<file path="src/rtl/arm_run_pkg.sv">
// Shared types and default parameters for the ARM core run controller.
package arm_run_pkg;

   localparam int unsigned XLEN  = 32;
   localparam int unsigned CNT_W = 16;

   // Controller state encoding (also exported on the state port)
   typedef enum logic [2:0] {
      IDLE = 3'd0,
      CLR  = 3'd1,
      RUN  = 3'd2,
      PASS = 3'd3,
      FAIL = 3'd4
   } run_state_t;

   localparam logic [XLEN-1:0]  PC_LIMIT_DEF   = 32'd100;
   localparam logic [XLEN-1:0]  CHECK_ADDR_DEF = 32'd100;
   localparam logic [XLEN-1:0]  CHECK_DATA_DEF = 32'd7;
   localparam logic [CNT_W-1:0] TIMEOUT_DEF    = 16'd1024;

   // Increment that sticks at all-ones instead of wrapping
   function automatic logic [CNT_W-1:0] sat_inc(input logic [CNT_W-1:0] v);
      return (v == {CNT_W{1'b1}}) ? v : v + CNT_W'(1);
   endfunction

endpackage

</file>
<file path="src/rtl/run_store_monitor.sv">
// Decodes committed stores against the check address/data and captures the last store.
module run_store_monitor
   import arm_run_pkg::*;
#(
   parameter logic [XLEN-1:0] CHECK_ADDR = CHECK_ADDR_DEF,
   parameter logic [XLEN-1:0] CHECK_DATA = CHECK_DATA_DEF
) (
   input  logic            clk_50Mhz,
   input  logic            reset,
   input  logic            clear,
   input  logic            commit,
   input  logic [XLEN-1:0] adr,
   input  logic [XLEN-1:0] data,
   output logic            match_pass,
   output logic            match_fail,
   output logic [XLEN-1:0] last_adr,
   output logic [XLEN-1:0] last_data
);

   logic [XLEN-1:0] last_adr_q,  last_adr_d;
   logic [XLEN-1:0] last_data_q, last_data_d;

   // Classify a committed store to the check address by its data
   always_comb begin
      match_pass = 1'b0;
      match_fail = 1'b0;
      if (commit && (adr == CHECK_ADDR)) begin
         match_pass = (data == CHECK_DATA);
         match_fail = (data != CHECK_DATA);
      end
   end

   // Capture every committed store; a run restart wipes the capture
   always_comb begin
      last_adr_d  = last_adr_q;
      last_data_d = last_data_q;
      if (clear) begin
         last_adr_d  = '0;
         last_data_d = '0;
      end else if (commit) begin
         last_adr_d  = adr;
         last_data_d = data;
      end
   end

   // Capture registers
   always_ff @(posedge clk_50Mhz or negedge reset) begin
      if (!reset) begin
         last_adr_q  <= '0;
         last_data_q <= '0;
      end else begin
         last_adr_q  <= last_adr_d;
         last_data_q <= last_data_d;
      end
   end

   assign last_adr  = last_adr_q;
   assign last_data = last_data_q;

endmodule

</file>
<file path="src/rtl/arm_run_ctrl.sv">
// Run controller: sequences the core through reset, free-run/single-step and halt,
// gates the core with a synchronous enable and judges pass/fail from stores.
module arm_run_ctrl
   import arm_run_pkg::*;
#(
   parameter logic [XLEN-1:0]  PC_LIMIT   = PC_LIMIT_DEF,
   parameter logic [XLEN-1:0]  CHECK_ADDR = CHECK_ADDR_DEF,
   parameter logic [XLEN-1:0]  CHECK_DATA = CHECK_DATA_DEF,
   parameter logic [CNT_W-1:0] TIMEOUT    = TIMEOUT_DEF
) (
   input  logic             clk_50Mhz,
   input  logic             reset,
   input  logic             start,
   input  logic             run_mode,
   input  logic             step,
   input  logic [XLEN-1:0]  PC,
   input  logic             MemWrite,
   input  logic [XLEN-1:0]  DataAdr,
   input  logic [XLEN-1:0]  WriteData,
   output logic             cpu_en,
   output logic             cpu_rst,
   output logic [2:0]       state,
   output logic             led_success,
   output logic             led_fail,
   output logic [CNT_W-1:0] cycle_count,
   output logic [XLEN-1:0]  last_adr,
   output logic [XLEN-1:0]  last_data
);

   localparam logic [CNT_W-1:0] LAST_CYCLE = TIMEOUT - CNT_W'(1);

   run_state_t       state_q, state_d;
   logic             clr_cnt_q, clr_cnt_d;
   logic [CNT_W-1:0] cycle_count_q, cycle_count_d;
   logic             cpu_rst_q, cpu_rst_d;
   logic             led_success_q, led_success_d;
   logic             led_fail_q, led_fail_d;

   logic             commit_c;
   logic             clear_c;
   logic             match_pass_c;
   logic             match_fail_c;

   // Core clock enable: live only in RUN, gated by step in single-step mode
   always_comb begin
      cpu_en = 1'b0;
      if (state_q == RUN) begin
         cpu_en = run_mode | step;
      end
   end

   assign commit_c = MemWrite & cpu_en;
   assign clear_c  = (state_d == CLR);

   run_store_monitor #(
      .CHECK_ADDR (CHECK_ADDR),
      .CHECK_DATA (CHECK_DATA)
   ) u_store_mon (
      .clk_50Mhz  (clk_50Mhz),
      .reset      (reset),
      .clear      (clear_c),
      .commit     (commit_c),
      .adr        (DataAdr),
      .data       (WriteData),
      .match_pass (match_pass_c),
      .match_fail (match_fail_c),
      .last_adr   (last_adr),
      .last_data  (last_data)
   );

   // Next state, CLR length counter and enabled-cycle counter
   always_comb begin
      state_d       = state_q;
      clr_cnt_d     = clr_cnt_q;
      cycle_count_d = cycle_count_q;

      case (state_q)
         IDLE: begin
            if (start) begin
               state_d   = CLR;
               clr_cnt_d = 1'b0;
            end
         end
         CLR: begin
            clr_cnt_d = 1'b1;
            if (clr_cnt_q) begin
               state_d = RUN;
            end
         end
         RUN: begin
            if (start) begin
               state_d   = CLR;
               clr_cnt_d = 1'b0;
            end else if (cpu_en) begin
               cycle_count_d = sat_inc(cycle_count_q);
               if (match_pass_c) begin
                  state_d = PASS;
               end else if (match_fail_c || (PC > PC_LIMIT) ||
                            (cycle_count_q == LAST_CYCLE)) begin
                  state_d = FAIL;
               end
            end
         end
         PASS, FAIL: begin
            if (start) begin
               state_d   = CLR;
               clr_cnt_d = 1'b0;
            end
         end
         default: begin
            state_d = IDLE;
         end
      endcase

      if (state_d == CLR) begin
         cycle_count_d = '0;
      end
   end

   // Registered status outputs follow the state being entered
   always_comb begin
      cpu_rst_d     = (state_d == IDLE) || (state_d == CLR);
      led_success_d = (state_d == PASS);
      led_fail_d    = (state_d == FAIL);
   end

   // State and output registers
   always_ff @(posedge clk_50Mhz or negedge reset) begin
      if (!reset) begin
         state_q       <= IDLE;
         clr_cnt_q     <= 1'b0;
         cycle_count_q <= '0;
         cpu_rst_q     <= 1'b1;
         led_success_q <= 1'b0;
         led_fail_q    <= 1'b0;
      end else begin
         state_q       <= state_d;
         clr_cnt_q     <= clr_cnt_d;
         cycle_count_q <= cycle_count_d;
         cpu_rst_q     <= cpu_rst_d;
         led_success_q <= led_success_d;
         led_fail_q    <= led_fail_d;
      end
   end

   assign state       = state_q;
   assign cpu_rst     = cpu_rst_q;
   assign led_success = led_success_q;
   assign led_fail    = led_fail_q;
   assign cycle_count = cycle_count_q;

endmodule

</file>
<file path="config.mk">
export PLATFORM = sky130hd
export DESIGN_NAME = arm_run_ctrl
export DESIGN_NICKNAME = d
export VERILOG_FILES = /design/src/rtl/arm_run_pkg.sv /design/src/rtl/run_store_monitor.sv /design/src/rtl/arm_run_ctrl.sv
export SDC_FILE = /design/constraint.sdc
export NUM_CORES = 1
export LEC_CHECK = 0
export ABC_AREA = 1
export BUFFER_PORTS_ARGS = -buffer_cell sky130_fd_sc_hd__buf_2
export CAP_MARGIN = 20
export CORE_ASPECT_RATIO = 0.8
export CORE_UTILIZATION = 38
export CTS_BUF_LIST = sky130_fd_sc_hd__clkbuf_4
export DETAILED_ROUTE_END_ITERATION = 7
export GPL_TIMING_DRIVEN = 1
export HOLD_SLACK_MARGIN = 0.1
export PLACE_DENSITY = 0.62
export SLEW_MARGIN = 0
export SYNTH_ARGS = -nofsm -noshare
export SYNTH_HDL_FRONTEND = slang
export SYNTH_SLANG_ARGS = --single-unit
</file>
<file path="constraint.sdc">
create_clock -name clk_50Mhz -period 2.4 [get_ports clk_50Mhz]
set_input_delay 0.24 -clock clk_50Mhz [delete_from_list [all_inputs] [get_ports clk_50Mhz]]
set_output_delay 0.24 -clock clk_50Mhz [all_outputs]
set_load 0.01 [all_outputs]
</file>
==> run_summary.xml <==
<?xml version="1.0" encoding="UTF-8"?>
<metrics>
  <group name="setup_path">
    <metric name="worst-endpoint-arrival" unit="ps">2520</metric>
    <metric name="worst_r2r_startpoint" unit="">state[1]</metric>
    <metric name="crit_family" unit="">simple AND/OR/NAND/NOR gates</metric>
    <metric name="crit_path_max_incr_delay" unit="ps">540</metric>
    <metric name="cp.required" unit="ps">2800</metric>
    <metric name="worst-setup-path-type" unit="">input port to flop</metric>
    <metric name="worstPathMaxFanout" unit="">80</metric>
    <metric name="critical_path.reg2reg.endpoint" unit="">cycle_count[15]</metric>
    <metric name="cp_cell_sequence" unit="">dlygate4sd3_1 -&gt; buf_2 -&gt; inv_1 -&gt; nand2_1 -&gt; nor2_1 -&gt; nand2_1 -&gt; nor2_1 -&gt; nand3_1 -&gt; nor2_1 -&gt; nor2_1 -&gt; nand2_1 -&gt; nand2_1 -&gt; nand3_4 -&gt; buf_12 -&gt; nand2_1 -&gt; inv_2</metric>
    <metric name="worstSetupEndpointType" unit="">flop</metric>
    <metric name="startpoint_type" unit="">input port</metric>
    <metric name="crit_buf_inv" unit="">5</metric>
    <metric name="r2r_setup_slack" unit="ps">300</metric>
    <metric name="cell_type_of_the_slowest_stage_on_the_worst_timing_path" unit="">sky130_fd_sc_hd__dlygate4sd3_1</metric>
    <metric name="most_numerous_cell_on_the_critical_path" unit="">sky130_fd_sc_hd__nand2_1</metric>
    <metric name="reg2regPathDepth" unit="">15</metric>
  </group>
  <group name="global_routing">
    <metric name="antenna_found_initial" unit="">0</metric>
    <metric name="number_of_global_route_vias_before_repair" unit="">4533</metric>
    <metric name="global_route.usage.total" unit="">0.2173</metric>
    <metric name="maximum_number_of_pins_on_one_net_before_global_route_repair" unit="">81</metric>
    <metric name="grt_overflow_total" unit="">0</metric>
    <metric name="grt_first_pass_wirelength" unit="um">21670</metric>
  </group>
  <group name="placement">
    <metric name="post_dp_hpwl" unit="um">8976</metric>
    <metric name="buffer_ports.inserted" unit="">188</metric>
    <metric name="total_placed_cells_including_tap_cells" unit="">1011</metric>
    <metric name="final_replace_weighted_congestion" unit="">0.8257</metric>
  </group>
  <group name="worst_hold_path">
    <metric name="hold_class" unit="">input port to flop</metric>
    <metric name="timing.hold.worst_endpoint" unit="">u_store_mon.last_data[22]</metric>
    <metric name="hold_start" unit="">WriteData[22]</metric>
    <metric name="worst_hold_path.num_cells" unit="">5</metric>
  </group>
  <group name="clock_tree">
    <metric name="htree_levels" unit="">3</metric>
    <metric name="postCtsHoldBufs" unit="">52</metric>
    <metric name="cts_sink_cnt" unit="">87</metric>
    <metric name="ctsLongestPathBuffers" unit="">2</metric>
    <metric name="cts-resized-gates" unit="">0</metric>
    <metric name="clock_insertion_delay_worst_skew" unit="ps">450</metric>
    <metric name="cts_clock_pin_slew_for_the_worst_setup_and_hold_paths" unit="ps">140</metric>
    <metric name="tritoncts" unit="">built</metric>
    <metric name="cts_made_buffers" unit="">9</metric>
    <metric name="cts-root-buf" unit="">sky130_fd_sc_hd__clkbuf_4</metric>
    <metric name="cts_post_setup_buffers_inserted" unit="">0</metric>
  </group>
  <group name="yosys">
    <metric name="synthDominantCellAreaShare" unit="">0.4581</metric>
    <metric name="synthDominantAreaCellType" unit="">sky130_fd_sc_hd__dfrtp_1</metric>
    <metric name="syn_nets" unit="">794</metric>
    <metric name="synthesis.instances" unit="">691</metric>
    <metric name="synth-main-ff-cell" unit="">sky130_fd_sc_hd__dfrtp_1</metric>
    <metric name="yosysSeqAreaShare" unit="">0.4636</metric>
    <metric name="synth_cell_count_leaders" unit="">sky130_fd_sc_hd__nand2_1 (311), sky130_fd_sc_hd__inv_1 (120), sky130_fd_sc_hd__dfrtp_1 (86)</metric>
    <metric name="ys_seq_elements" unit="">87</metric>
    <metric name="synth.cell_area" unit="um^2">4698</metric>
    <metric name="yosysWarnings" unit="">0</metric>
    <metric name="synth.most_common_cell" unit="">sky130_fd_sc_hd__nand2_1</metric>
    <metric name="synthTopCellsByArea" unit="">sky130_fd_sc_hd__dfrtp_1 (46%), sky130_fd_sc_hd__nand2_1 (25%), sky130_fd_sc_hd__inv_1 (9.6%)</metric>
    <metric name="synth_enable_flop_cells" unit="">0</metric>
    <metric name="syn_avg_cell_area" unit="um^2">6.799</metric>
    <metric name="synth.distinct_cells" unit="">28</metric>
    <metric name="fraction_of_synthesis_flops_using_an_asynchronous_set_or_reset_pin" unit="">1.000</metric>
  </group>
  <group name="run_status">
    <metric name="run_status" unit="">finished, final reports clean</metric>
  </group>
  <group name="floorplan">
    <metric name="placement_rows" unit="">35</metric>
    <metric name="floorplan.core_area" unit="um^2">11780</metric>
    <metric name="ioPinCount" unit="">189</metric>
    <metric name="start_util" unit="">0.3988</metric>
    <metric name="die-area" unit="um^2">12820</metric>
    <metric name="die_height" unit="um">101.5</metric>
    <metric name="floorplan.die.width" unit="um">126.3</metric>
  </group>
  <group name="power">
    <metric name="worst_supply_voltage_drop_on_vdd" unit="mV">0.6770</metric>
    <metric name="cellLeakagePower" unit="nW">4.273</metric>
    <metric name="power-per-cell-area" unit="nW/um^2">785.3</metric>
  </group>
  <group name="final_layout">
    <metric name="antenna-diode-count" unit="">0</metric>
    <metric name="area_growth_from_synthesis_to_final_layout" unit="%">36.94</metric>
    <metric name="share_of_final_layout_standard_cells_stronger_than_drive_strength_1" unit="">0.2352</metric>
    <metric name="design.final.nets" unit="">1029</metric>
    <metric name="finalNonFillerCells" unit="">1079</metric>
  </group>
  <group name="route">
    <metric name="drt-vias-per-instance" unit="">4.455</metric>
    <metric name="detailroute.via_count" unit="">4807</metric>
    <metric name="post-route-drc-count" unit="">0</metric>
    <metric name="wl_per_cell" unit="um">12.24</metric>
    <metric name="postRouteAntennaNets" unit="">0</metric>
    <metric name="drtIter0Drc" unit="">282</metric>
    <metric name="routed_wirelength" unit="um">13200</metric>
    <metric name="drt_pass1_iterations" unit="">4</metric>
  </group>
  <group name="sta">
    <metric name="setup_viol_count_final" unit="">0</metric>
    <metric name="achievable-frequency" unit="MHz">471.3</metric>
    <metric name="tightest_slew" unit="ps">586.3</metric>
    <metric name="max_slew_margin" unit="">0.6092</metric>
    <metric name="worst_clock_skew" unit="ps">13.95</metric>
    <metric name="min_period" unit="ps">2122</metric>
    <metric name="timing_max_transition_violations_final" unit="">0</metric>
    <metric name="rsz0062_at_grt" unit="">false</metric>
    <metric name="fin_setup_tns" unit="ps">0</metric>
    <metric name="min_period_over_period" unit="">0.8840</metric>
    <metric name="final-hold-violation-count" unit="">0</metric>
  </group>
  <group name="job">
    <metric name="max-cap-violations" unit="">0</metric>
  </group>
</metrics>
## cells by family (layout without fill, tap and decap cells)
logic type / after synthesis / in the layout / synth area share
compound gates: 23 / 23 / 0.02717
xor+xnor: 11 / 11 / 0.02051
fa+ha+maj: 1 / 1 / 0.002663
buf+inv: 144 / 384 / 0.1278
flops: 87 / 87 / 0.4636
simple gates: 425 / 425 / 0.3582
## state kept, by name, summed over array words and instances, names as in the netlist
name / count
led_success: 1
cycle_count: 16
cpu_rst: 1
clr_cnt_q: 1
u_store_mon.last_data: 32
state: 3
led_fail: 1
u_store_mon.last_adr: 32
## tightest hold or removal path, stage by stage
cell and delay [ps]:
sky130_fd_sc_hd__buf_2 90, sky130_fd_sc_hd__inv_1 60, sky130_fd_sc_hd__o21ai_0 80, sky130_fd_sc_hd__nand2_1 70, sky130_fd_sc_hd__inv_1 30
## metal layers
layer  global-route usage  vias up  wire, um
li1                     -     2491         -
met5                    0        -         0
met3              0.06709       21       961
met4              0.06395        0       206
met2               0.3438      179      5805
met1               0.2883     2116      6231
## how the worst max path moves through the flow
stage	cells after the start	endpoint	start
detailed placement	15	cycle_count[0]	WriteData[20]
floorplan	15	cycle_count[15]	state[2]
finish	16	cycle_count[15]	WriteData[21]
global placement	11	cycle_count[7]	cycle_count[1]
global route	15	u_store_mon.last_data[5]	state[1]
CTS	16	cycle_count[0]	WriteData[21]
## cells in the final DEF, fill, tap and decap left out, drive strengths merged, types with 2 or more instances in the layout
cell,n
nand4,9
dlygate4sd3,52
clkbuf,9
buf,193
nand3,17
bufinv,2
nor2,77
xnor2,3
dfrtp,86
inv,125
clkinv,2
o21ai,20
or2,2
nor3,3
xor2,8
nand2,313
and2,2
## area by class of cell
class	instances	area, um^2
clock buffer	9	67.56
sequential	87	2178
timing repair buffer	245	1526
multi-input combinational	460	1919
tap	148	185.2
fill	1153	5346
inverter	123	461.7
clock inverter	7	95.09
## per-stage QoR
step / instance area [um^2] / setup WS, ps / utilization / total power [mW] / hold slack (ps)
2_1_floorplan: 4698 / 571.7 / - / 3.420 / -55.59
3_3_place_gp: 5751 / 351.5 / 0.4882 / 4.053 / 269.7
3_5_place_dp: 5751 / 331.9 / 0.4882 / 4.052 / 270.4
4_1_cts: 6434 / 292.6 / 0.5462 / 5.106 / 108.4
5_1_grt: 6434 / 44.89 / 0.5462 / 5.484 / 127.2
6_report: 6434 / 278.3 / 0.5462 / 5.053 / 143.4
## where the power goes
| group | switching, mW | total [mW] | leakage (nW) | internal (mW) |
|---|---|---|---|---|
| Sequential | 0.221 | 2.04 | 1.19 | 1.81 |
| Clock | 0.543 | 0.970 | 0.0867 | 0.426 |
| Combinational | 1.28 | 2.05 | 2.99 | 0.768 |
| Total | 2.04 | 5.05 | 4.27 | 3.01 |
(Power assumes the default switching activity.)
